### src/rtl/eth_bar_pkg.sv
// Ethernet BAR register map: word offsets and channel state encodings.
// Shared by the AXI-Lite responder and its register file.
package eth_bar_pkg;

  localparam int ETH_BAR_REG_NUM = 16;

  localparam int CTRL_MAC_EN   = 0;
  localparam int CTRL_MTU      = 1;
  localparam int CTRL_INT_MASK = 2;
  localparam int CTRL_Q_EN     = 3;

  localparam int STS_LINK   = ETH_BAR_REG_NUM / 2;
  localparam int STS_SPEED  = STS_LINK + 1;
  localparam int STS_RX_CNT = STS_LINK + 2;
  localparam int STS_TX_CNT = STS_LINK + 3;

  typedef enum logic [2:0] {
    W_IDLE = 3'b001,
    W_HALF = 3'b010,
    W_RESP = 3'b100
  } wr_state_e;

  typedef enum logic [1:0] {
    R_IDLE = 2'b01,
    R_RESP = 2'b10
  } rd_state_e;

endpackage

### src/rtl/eth_bar_axil_slave_regfile.sv
// RW control word storage with byte-strobe merge.
// Emits a one-cycle pulse for each word written.
module eth_bar_regfile #(
  parameter int CTRL_NUM = 8,
  parameter int IDX_W    = 4
) (
  input  logic                    clk,
  input  logic                    rst_n,
  input  logic                    we,
  input  logic [IDX_W-1:0]        widx,
  input  logic [31:0]             wdata,
  input  logic [3:0]              wstrb,
  output logic [CTRL_NUM*32-1:0]  regs,
  output logic [CTRL_NUM-1:0]     wr_pulse
);

  // merge strobed bytes into the addressed word, flag it for one cycle
  always_ff @(posedge clk or negedge rst_n) begin
    if (!rst_n) begin
      regs     <= '0;
      wr_pulse <= '0;
    end else begin
      wr_pulse <= '0;
      for (int i = 0; i < CTRL_NUM; i++) begin
        if (we && widx == IDX_W'(i)) begin
          wr_pulse[i] <= 1'b1;
          for (int b = 0; b < 4; b++) begin
            if (wstrb[b]) regs[i*32+b*8 +: 8] <= wdata[b*8 +: 8];
          end
        end
      end
    end
  end

endmodule

### src/rtl/eth_bar_axil_slave.sv
// AXI-Lite responder for the Ethernet BAR: RW control half, RO status half.
// Independent write (AW/W/B) and read (AR/R) channel state machines.
module eth_bar_axil_slave
  import eth_bar_pkg::*;
#(
  parameter int AXIL_DATA_WIDTH = 32,
  parameter int AXIL_ADDR_WIDTH = 24,
  parameter int AXIL_STRB_WIDTH = AXIL_DATA_WIDTH / 8,
  parameter int REG_NUM         = ETH_BAR_REG_NUM
) (
  input  logic                         clk,
  input  logic                         rst_n,
  input  logic [AXIL_ADDR_WIDTH-1:0]   s_axil_awaddr,
  input  logic                         s_axil_awvalid,
  output logic                         s_axil_awready,
  input  logic [AXIL_DATA_WIDTH-1:0]   s_axil_wdata,
  input  logic [AXIL_STRB_WIDTH-1:0]   s_axil_wstrb,
  input  logic                         s_axil_wvalid,
  output logic                         s_axil_wready,
  output logic                         s_axil_bvalid,
  input  logic                         s_axil_bready,
  input  logic [AXIL_ADDR_WIDTH-1:0]   s_axil_araddr,
  input  logic                         s_axil_arvalid,
  output logic                         s_axil_arready,
  output logic [AXIL_DATA_WIDTH-1:0]   s_axil_rdata,
  output logic                         s_axil_rvalid,
  input  logic                         s_axil_rready,
  output logic [REG_NUM/2*32-1:0]      ctrl_regs,
  output logic [REG_NUM/2-1:0]         ctrl_wr_pulse,
  input  logic [REG_NUM/2*32-1:0]      sts_regs
);

  localparam int CTRL_NUM = REG_NUM / 2;
  localparam int IDX_W    = $clog2(REG_NUM);
  localparam int AW       = AXIL_ADDR_WIDTH;

  wr_state_e w_state, w_next;
  rd_state_e r_state, r_next;

  logic                       aw_got, w_got;
  logic [AW-1:0]              aw_hold;
  logic [31:0]                w_hold;
  logic [AXIL_STRB_WIDTH-1:0] s_hold;

  logic                       aw_hs, w_hs, commit;
  logic [AW-1:0]              wa;
  logic [31:0]                wd;
  logic [AXIL_STRB_WIDTH-1:0] ws;
  logic [IDX_W-1:0]           w_idx;
  logic                       w_inr, rf_we;

  logic                       ar_hs, r_inr;
  logic [IDX_W-1:0]           r_idx;
  logic [31:0]                rd_word;

  logic                       unused_ok;

  assign s_axil_awready = (w_state == W_IDLE)
                        | ((w_state == W_HALF) & ~aw_got);
  assign s_axil_wready  = (w_state == W_IDLE)
                        | ((w_state == W_HALF) & ~w_got);
  assign s_axil_bvalid  = (w_state == W_RESP);

  assign aw_hs  = s_axil_awvalid & s_axil_awready;
  assign w_hs   = s_axil_wvalid & s_axil_wready;

  assign wa     = aw_hs ? s_axil_awaddr : aw_hold;
  assign wd     = w_hs ? s_axil_wdata : w_hold;
  assign ws     = w_hs ? s_axil_wstrb : s_hold;
  assign commit = (aw_hs | aw_got) & (w_hs | w_got);

  assign w_idx  = wa[2+IDX_W-1:2];
  assign w_inr  = ~|wa[AW-1:2+IDX_W];
  assign rf_we  = commit & w_inr & ~w_idx[IDX_W-1];

  assign unused_ok = ^{wa[1:0], s_axil_araddr[1:0]};

  // write state register and half-transaction capture
  always_ff @(posedge clk or negedge rst_n) begin
    if (!rst_n) begin
      w_state <= W_IDLE;
      aw_got  <= 1'b0;
      w_got   <= 1'b0;
      aw_hold <= '0;
      w_hold  <= '0;
      s_hold  <= '0;
    end else begin
      w_state <= w_next;
      if (aw_hs) aw_hold <= s_axil_awaddr;
      if (w_hs) begin
        w_hold <= s_axil_wdata;
        s_hold <= s_axil_wstrb;
      end
      if (commit) begin
        aw_got <= 1'b0;
        w_got  <= 1'b0;
      end else begin
        if (aw_hs) aw_got <= 1'b1;
        if (w_hs)  w_got  <= 1'b1;
      end
    end
  end

  // write next-state
  always_comb begin
    w_next = w_state;
    unique case (1'b1)
      w_state[0]: begin
        if (aw_hs & w_hs)      w_next = W_RESP;
        else if (aw_hs | w_hs) w_next = W_HALF;
      end
      w_state[1]: if (commit) w_next = W_RESP;
      w_state[2]: if (s_axil_bready) w_next = W_IDLE;
      default:    w_next = W_IDLE;
    endcase
  end

  eth_bar_regfile #(
    .CTRL_NUM (CTRL_NUM),
    .IDX_W    (IDX_W)
  ) u_regfile (
    .clk      (clk),
    .rst_n    (rst_n),
    .we       (rf_we),
    .widx     (w_idx),
    .wdata    (wd),
    .wstrb    (ws),
    .regs     (ctrl_regs),
    .wr_pulse (ctrl_wr_pulse)
  );

  assign s_axil_arready = (r_state == R_IDLE);
  assign s_axil_rvalid  = (r_state == R_RESP);
  assign ar_hs = s_axil_arvalid & s_axil_arready;
  assign r_idx = s_axil_araddr[2+IDX_W-1:2];
  assign r_inr = ~|s_axil_araddr[AW-1:2+IDX_W];

  // read mux: control words, status words, zero out of range
  always_comb begin
    rd_word = '0;
    for (int i = 0; i < CTRL_NUM; i++) begin
      if (r_inr && r_idx == IDX_W'(i))
        rd_word = ctrl_regs[i*32 +: 32];
      if (r_inr && r_idx == IDX_W'(i + CTRL_NUM))
        rd_word = sts_regs[i*32 +: 32];
    end
  end

  // read state register and response data
  always_ff @(posedge clk or negedge rst_n) begin
    if (!rst_n) begin
      r_state      <= R_IDLE;
      s_axil_rdata <= '0;
    end else begin
      r_state <= r_next;
      if (ar_hs) s_axil_rdata <= rd_word;
    end
  end

  // read next-state
  always_comb begin
    r_next = r_state;
    unique case (1'b1)
      r_state[0]: if (ar_hs) r_next = R_RESP;
      r_state[1]: if (s_axil_rready) r_next = R_IDLE;
      default:    r_next = R_IDLE;
    endcase
  end

endmodule

### config.mk
export PLATFORM = sky130hd
export DESIGN_NAME = eth_bar_axil_slave
export DESIGN_NICKNAME = d
export VERILOG_FILES = /design/src/rtl/eth_bar_pkg.sv /design/src/rtl/eth_bar_axil_slave_regfile.sv /design/src/rtl/eth_bar_axil_slave.sv
export SDC_FILE = /design/constraint.sdc
export NUM_CORES = 1
export LEC_CHECK = 0
export CORE_AREA = 4 4 251 253
export DETAILED_ROUTE_END_ITERATION = 8
export DIE_AREA = 0 0 255 257
export SYNTH_ARGS = -nofsm -noshare
export SYNTH_HDL_FRONTEND = slang
export SYNTH_SLANG_ARGS = --single-unit
### constraint.sdc
create_clock -name clk -period 5.5 [get_ports clk]
set_input_delay 0.825 -clock clk [delete_from_list [all_inputs] [get_ports clk]]
set_output_delay 0.825 -clock clk [all_outputs]
set_load 0.02 [all_outputs]
* Yosys cells after proc, flatten, opt, wreduce, memory -nomap -nowiden
Index checks and enable logic that the tools add are counted.
** Storage, ports and cells
- Bits in registers :: 363
- Logic and storage cells :: 189
- Bits of input ports :: 347
** Operators by class
- Bitwise logic cells :: 17
- Multiplexer cells :: 39
- Reduce and logical (&&, ||, !) cells :: 64
- Equal/unequal tests :: 27
** Operators by type and width (count)
- two-way mux 32 bit :: 17
- AND reduction 2 bit :: 32
- OR reduction 18 bit :: 2
- equality test 4 x 3 -> 1 bit, second input constant :: 8
- equality test 4 bit, second input constant :: 8
- logical AND 1 bit :: 24
- two-way mux 24 bit :: 1
- equality test 4 x 2 -> 1 bit, second input constant :: 4
- two-way mux 1 bit :: 12
- AND 1 bit :: 9
- two-way mux 3 bit :: 3
- one-hot mux 3 bit (3 select lines) :: 1
- equality test 4 x 1 -> 1 bit, second input constant :: 2
- logical NOT 4 bit :: 2
- two-way mux 2 bit :: 3
- OR 1 bit :: 5
- two-way mux 4 bit :: 1
- one-hot mux 2 bit (2 select lines) :: 1
- nonzero test 2 bit :: 2
- equality test 3 x 1 -> 1 bit, second input constant :: 1
- equality test 3 x 2 -> 1 bit, second input constant :: 1
- equality test 3 bit, second input constant :: 1
- inverter 1 bit :: 3
- equality test 2 x 1 -> 1 bit, second input constant :: 1
- other kinds (2) :: 3

* Longest topological paths before layout
- Depth in word-level cells :: 19
- Mapped depth :: 10

* Cells and area by module
From an unflattened synthesis, not the netlist that was laid out.
** Unflattened totals
- Cells, all modules :: 1669
- Area, all modules :: 18674.2 um2
** By module, submodules not included
- eth_bar_regfile :: cells an instance 590, times used 1, sequential area each 6606.3 um2, area an instance 10421.2 um2
- eth_bar_axil_slave :: cells an instance 1079, times used 1, sequential area each 2429.8 um2, area an instance 8252.9 um2

* Worst setup path before layout
OpenSTA, ideal clock, no wires.
- Path type :: in2reg
- Start :: in s_axil_araddr[11]
- End :: reg s_axil_rdata[16]
- Slack :: 2466 ps
- Library setup time :: 94 ps
- Data arrival time :: 2940 ps
- Data required time :: 5406 ps
- Stages :: 9
- Path buffers :: 3
- Cells stage by stage :: nor4_1 -> and3_1 -> clkbuf_1 -> a41oi_1 -> o21a_1 -> buf_2 -> clkbuf_1 -> a22o_1 -> a211oi_1
** On the way
- Longest elaborated chain between the ends :: 19
- Elaborated cells on any way between the ends :: 34
- Classes of those cells :: mux: 16; reduce/logical: 18
** Ends and longest elaborated chain
- start, declared :: RTL line eth_bar_axil_slave.sv:22 : input logic [AXIL_ADDR_WIDTH-1:0] s_axil_araddr,
- OR reduction 18 bit * :: RTL line eth_bar_axil_slave.sv:136 : assign r_inr = ~|s_axil_araddr[AW-1:2+IDX_W];
- logical NOT 1 bit * :: RTL line eth_bar_axil_slave.sv:136
- logical AND 1 bit :: RTL line eth_bar_axil_slave.sv:142 : if (r_inr && r_idx == IDX_W'(i))
- two-way mux 32 bit :: RTL line eth_bar_axil_slave.sv:142
- two-way mux 32 bit :: RTL line eth_bar_axil_slave.sv:144 : if (r_inr && r_idx == IDX_W'(i + CTRL_NUM))
- two-way mux 32 bit :: RTL line eth_bar_axil_slave.sv:142
- two-way mux 32 bit :: RTL line eth_bar_axil_slave.sv:144
- two-way mux 32 bit :: RTL line eth_bar_axil_slave.sv:142
- (+3 left out)
- two-way mux 32 bit :: RTL line eth_bar_axil_slave.sv:142
- two-way mux 32 bit :: RTL line eth_bar_axil_slave.sv:144
- two-way mux 32 bit :: RTL line eth_bar_axil_slave.sv:142
- two-way mux 32 bit :: RTL line eth_bar_axil_slave.sv:144
- two-way mux 32 bit :: RTL line eth_bar_axil_slave.sv:142
- two-way mux 32 bit :: RTL line eth_bar_axil_slave.sv:144
- two-way mux 32 bit :: RTL line eth_bar_axil_slave.sv:142
- two-way mux 32 bit * :: RTL line eth_bar_axil_slave.sv:144
- end signal, assigned :: RTL line eth_bar_axil_slave.sv:156 : if (ar_hs) s_axil_rdata <= rd_word;
- end, declared :: RTL line eth_bar_axil_slave.sv:25 : output logic [AXIL_DATA_WIDTH-1:0] s_axil_rdata,
Mark *: on every way between the ends. The rest lies on a longest branch, timed or not.
A chain may end at the register's enable or synchronous reset.

* Final worst setup path
- Start :: in s_axil_araddr[21]
- End :: reg s_axil_rdata[22]
The elaborated chain is that of the path after synthesis.

==> implementation parameters <==
Parameter                              Value

Run status
  Status ... finished clean

Timing
  Clock Skew ... 0.0299 ns
  Worst Max-Slew Pin Slew ... 1.13 ns
  Post-layout min period ... 4.05 ns
  Maximum clock frequency ... 247 MHz
  Unrepaired setup endpoints after global routing ... false
  Final hold slack ... 0.320 ns
  Final setup violation count ... 0
  Total Negative Setup Slacks ... 0 ns
  Pins Over Slew Limit ... 0
  Count of endpoints failing hold in the final timing report ... 0
  Max-slew headroom ... 24.7%
  Crit share post-route ... 73.6%

Synth
  Post-synth net total ... 1,978
  Number of flip-flops and latches in the synthesized netlist ... 361
  Share of synthesized registers carrying an async set or reset ... 100%
  Mean area per synthesized cell ... 11.3 µm²
  Post-synth cell types ... 68
  Proportion of synthesized chip area in sequential cells ... 49.1%
  Primary FF master, synth ... dfrtp_1
  Number of enable flip-flop cells after synthesis ... 0
  Count of synthesis-stage warnings from yosys ... 0
  Post-synthesis instance area ... 0.0184 mm²
  Post-synthesis cell count ... 1,629

Finish
  Most common cell after layout, fill and taps aside ... clkdlybuf4s50_1
  Share of layout cells above drive strength 1 ... 19.9%
  Final design utilization ... 44.9%
  Layout net count ... 2,630
  Number of fill cells ... 5,738
  Non-filler cells, final ... 3,104
  Most frequent cells in the layout ... 642 x clkdlybuf4s50_1, 359 x dfrtp_1, 232 x nand2_1
  Multi-input gate area ... 0.00901 mm²
  Post-Layout Inst Area ... 0.0274 mm²
  Area added between synthesis and finish ... 48.8%
  Footprint of the flip-flops and latches ... 0.00904 mm²

Power
  Power density normalized to cell area ... 305 mW/mm²
  Leakage Power ... 11.7 nW
  Combinational share of power ... 29.4%
  Design internal power ... 5.39 mW
  Psw ... 2.96 mW
  Share of total power in sequential cells ... 37.7%
  Highest ir drop seen on vdd ... 0.165 mV
  Share of total power in the clock network ... 32.9%
  Switching part of the total ... 35.5%

CTS
  PostCTS Resize Cnt ... 0
  Clock network latency to the later pin of the worst-skew pair ... 0.57 ns
  CTS max path bufs ... 3
  Clock tree from TritonCTS ... yes
  Number of hold-repair buffers added at the cts stage ... 0
  Clk sinks ... 361
  Number of levels in the clock H-tree ... 2
  Number of buffers added by the clock tree synthesis step ... 42
  Clock Tree Root ... clkbuf_16
  Post-CTS Setup Repair Bufs ... 0
  Clock-pin slew reported for the worst setup and hold paths after clock tree synthesis ... 0.06 ns

Critical path
  Startpoint class of the critical path ... input pin
  Worst setup path class ... in2reg
  Startpoint of the most critical register-to-register path ... w_state[1]
  Setup crit end kind ... flop
  Critical path's top delay family ... simple AND/OR/NAND/NOR gates
  Buffers and inverters on the worst path ... 3
  Delay contributed by the slowest stage of the critical path ... 0.76 ns
  Arrival time of data at the critical path endpoint ... 4.54 ns
  Critical path's most frequent cell ... buf_4
  Slowest stage cell on the critical path ... nor4_1
  Worst setup path startpoint ... s_axil_araddr[21]
  Max Fanout on Critical Path ... 18
  Ordered list of cells on the worst path ... clkdlybuf4s50_1, nor4_1, buf_4, and2_1, nand2_1, buf_4, nor3b_1, a222oi_1, a31oi_1, o211a_1
  Critical path required time ... 5.99 ns

GRT
  Initial antenna violation count ... 12
  Final global-route overflow total ... 0
  Largest net degree at the start of global routing ... 133
  Number of global-route vias before repair ... 18.8k
  Global-route wire length before repair ... 138,000 µm
  Overall routing resource usage ... 29.4%

Drt
  Average routed wire per standard cell ... 32.1 µm
  Drc violations ... 0
  Number of violations reported at the end of detailed-routing iteration 0 ... 1,663
  Vias ... 17.9k
  Remaining number of nets flagged by the antenna check after routing ... 0
  Total detailed-routing wirelength ... 99,600 µm
  Detailed-routing iteration count for the pre-antenna-repair pass ... 9
  Drt via density ... 5.78

Run
  Max-cap check violation count ... 0

Min path
  Class of the worst hold path ... in2async

Place
  Detailed-placement wirelength estimate ... 75,000 µm
  Placed cell count ... 3,027
  Final estimated routing congestion in global placement ... 0.960
  Post-DP Area ... 0.0261 mm²
  Number of input and output port buffers inserted ... 643

Floorplan
  Top-level port count ... 648
  Vert. Die Dim ... 257 µm
  Row cnt ... 91
  Starting utilization of the core area ... 30.2%
  Width of the chip ... 255 µm
  Die outline area ... 0.0655 mm²
  Core area ... 0.0610 mm²
-- power by group through the flow --
stage | combinational (mW) | sequential, mW | clock [mW]
2_1_floorplan | 1.13 | 3.27 | 0
3_3_place_gp | 2.39 | 3.18 | 0
3_5_place_dp | 2.44 | 3.19 | 0
4_1_cts | 2.45 | 3.15 | 2.80
5_1_grt | 2.62 | 3.18 | 2.91
6_report | 2.46 | 3.15 | 2.75
-- logic make-up after synthesis --
| kind of cell | share of synthesized area, % |
|---|---|
| buffers and inverters | 2.72 |
| adders and majority gates | 0.136 |
| DFF | 49.1 |
| and+or+nand+nor | 14.8 |
| AOI/OAI and AO/OA | 15.6 |
| muxes | 17.8 |
-- flip-flops by register name (all words and copies together), names as in the netlist --
register and cells:
aw_got 1, aw_hold 22, r_state 2, s_axil_rdata 32, s_hold 4, u_regfile.regs 256
u_regfile.wr_pulse 8, w_got 1, w_hold 32, w_state 3
-- worst register-to-register path, cell delays in order (launching register included) --
cell,delay (ns)
dfrtp_1,0.43
or3b_1,0.40
a21oi_2,0.19
nand2_2,0.08
inv_2,0.29
buf_4,0.39
buf_4,0.38
mux2_2,0.25
nand2_1,0.21
nor3_4,0.66
mux2_2,0.42
-- final timing paths --
check / to / slack (ns) / cells after the start
max in group asynchronous: u_regfile.regs[60] / 3.91 / 2
max reg2reg: u_regfile.regs[106] / 1.67 / 10
min in group clk: aw_hold[15] / 0.48 / 2
min: u_regfile.regs[167] / 0.32 / 1
min reg2reg: aw_hold[15] / 0.48 / 2
max: s_axil_rdata[22] / 1.45 / 10
-- metal layers --
layer  GRT usage, %  wire, µm  vias to the layer above
met4           10.7      3950                       12
met1           37.9     40100                     9147
met5              0        81                        -
met3           7.29      8520                      202
li1               -         -                     7554
met2           47.9     47000                     1032
-- layout make-up --
class                           count  share of cell area [%]
Sequential cell                   361                    33.0
Multi-Input combinational cell   1151                    32.9
Timing Repair Buffer              710                    25.4
Clock buffer                       60                    4.37
Tap cell                          790                    3.61
Clock inverter                     11                   0.488
Inverter                           15                   0.210
Antenna cell                        6                  0.0548
-- cell usage after synthesis (25+ instances only) --
master    instances  area, µm²
o21ai_0          56        280
a22o_1           37        324
o221ai_1         45        394
dfrtp_1         359       8980
a21oi_1          35        175
nor3_1           25        125
mux2_4           64        961
nor2_1           41        154
nand2_1         233        875
a222oi_1         27        270
o22ai_1          42        263
nor3_4           31        504
mux2_2          197       2220
a22oi_1          25        188
a31oi_1          25        156
nor4_1           26        163
clkbuf_1         72        270
-- per-stage QoR --
stage / total power [mW] / worst slack (ns)
floorplan: 4.40 / 2.47
global placement: 5.57 / 0.848
detailed placement: 5.63 / 0.888
CTS: 8.40 / 1.45
global route: 8.71 / 1.23
finish: 8.36 / 1.45
Note: power is estimated with default switching activity, not from simulation.
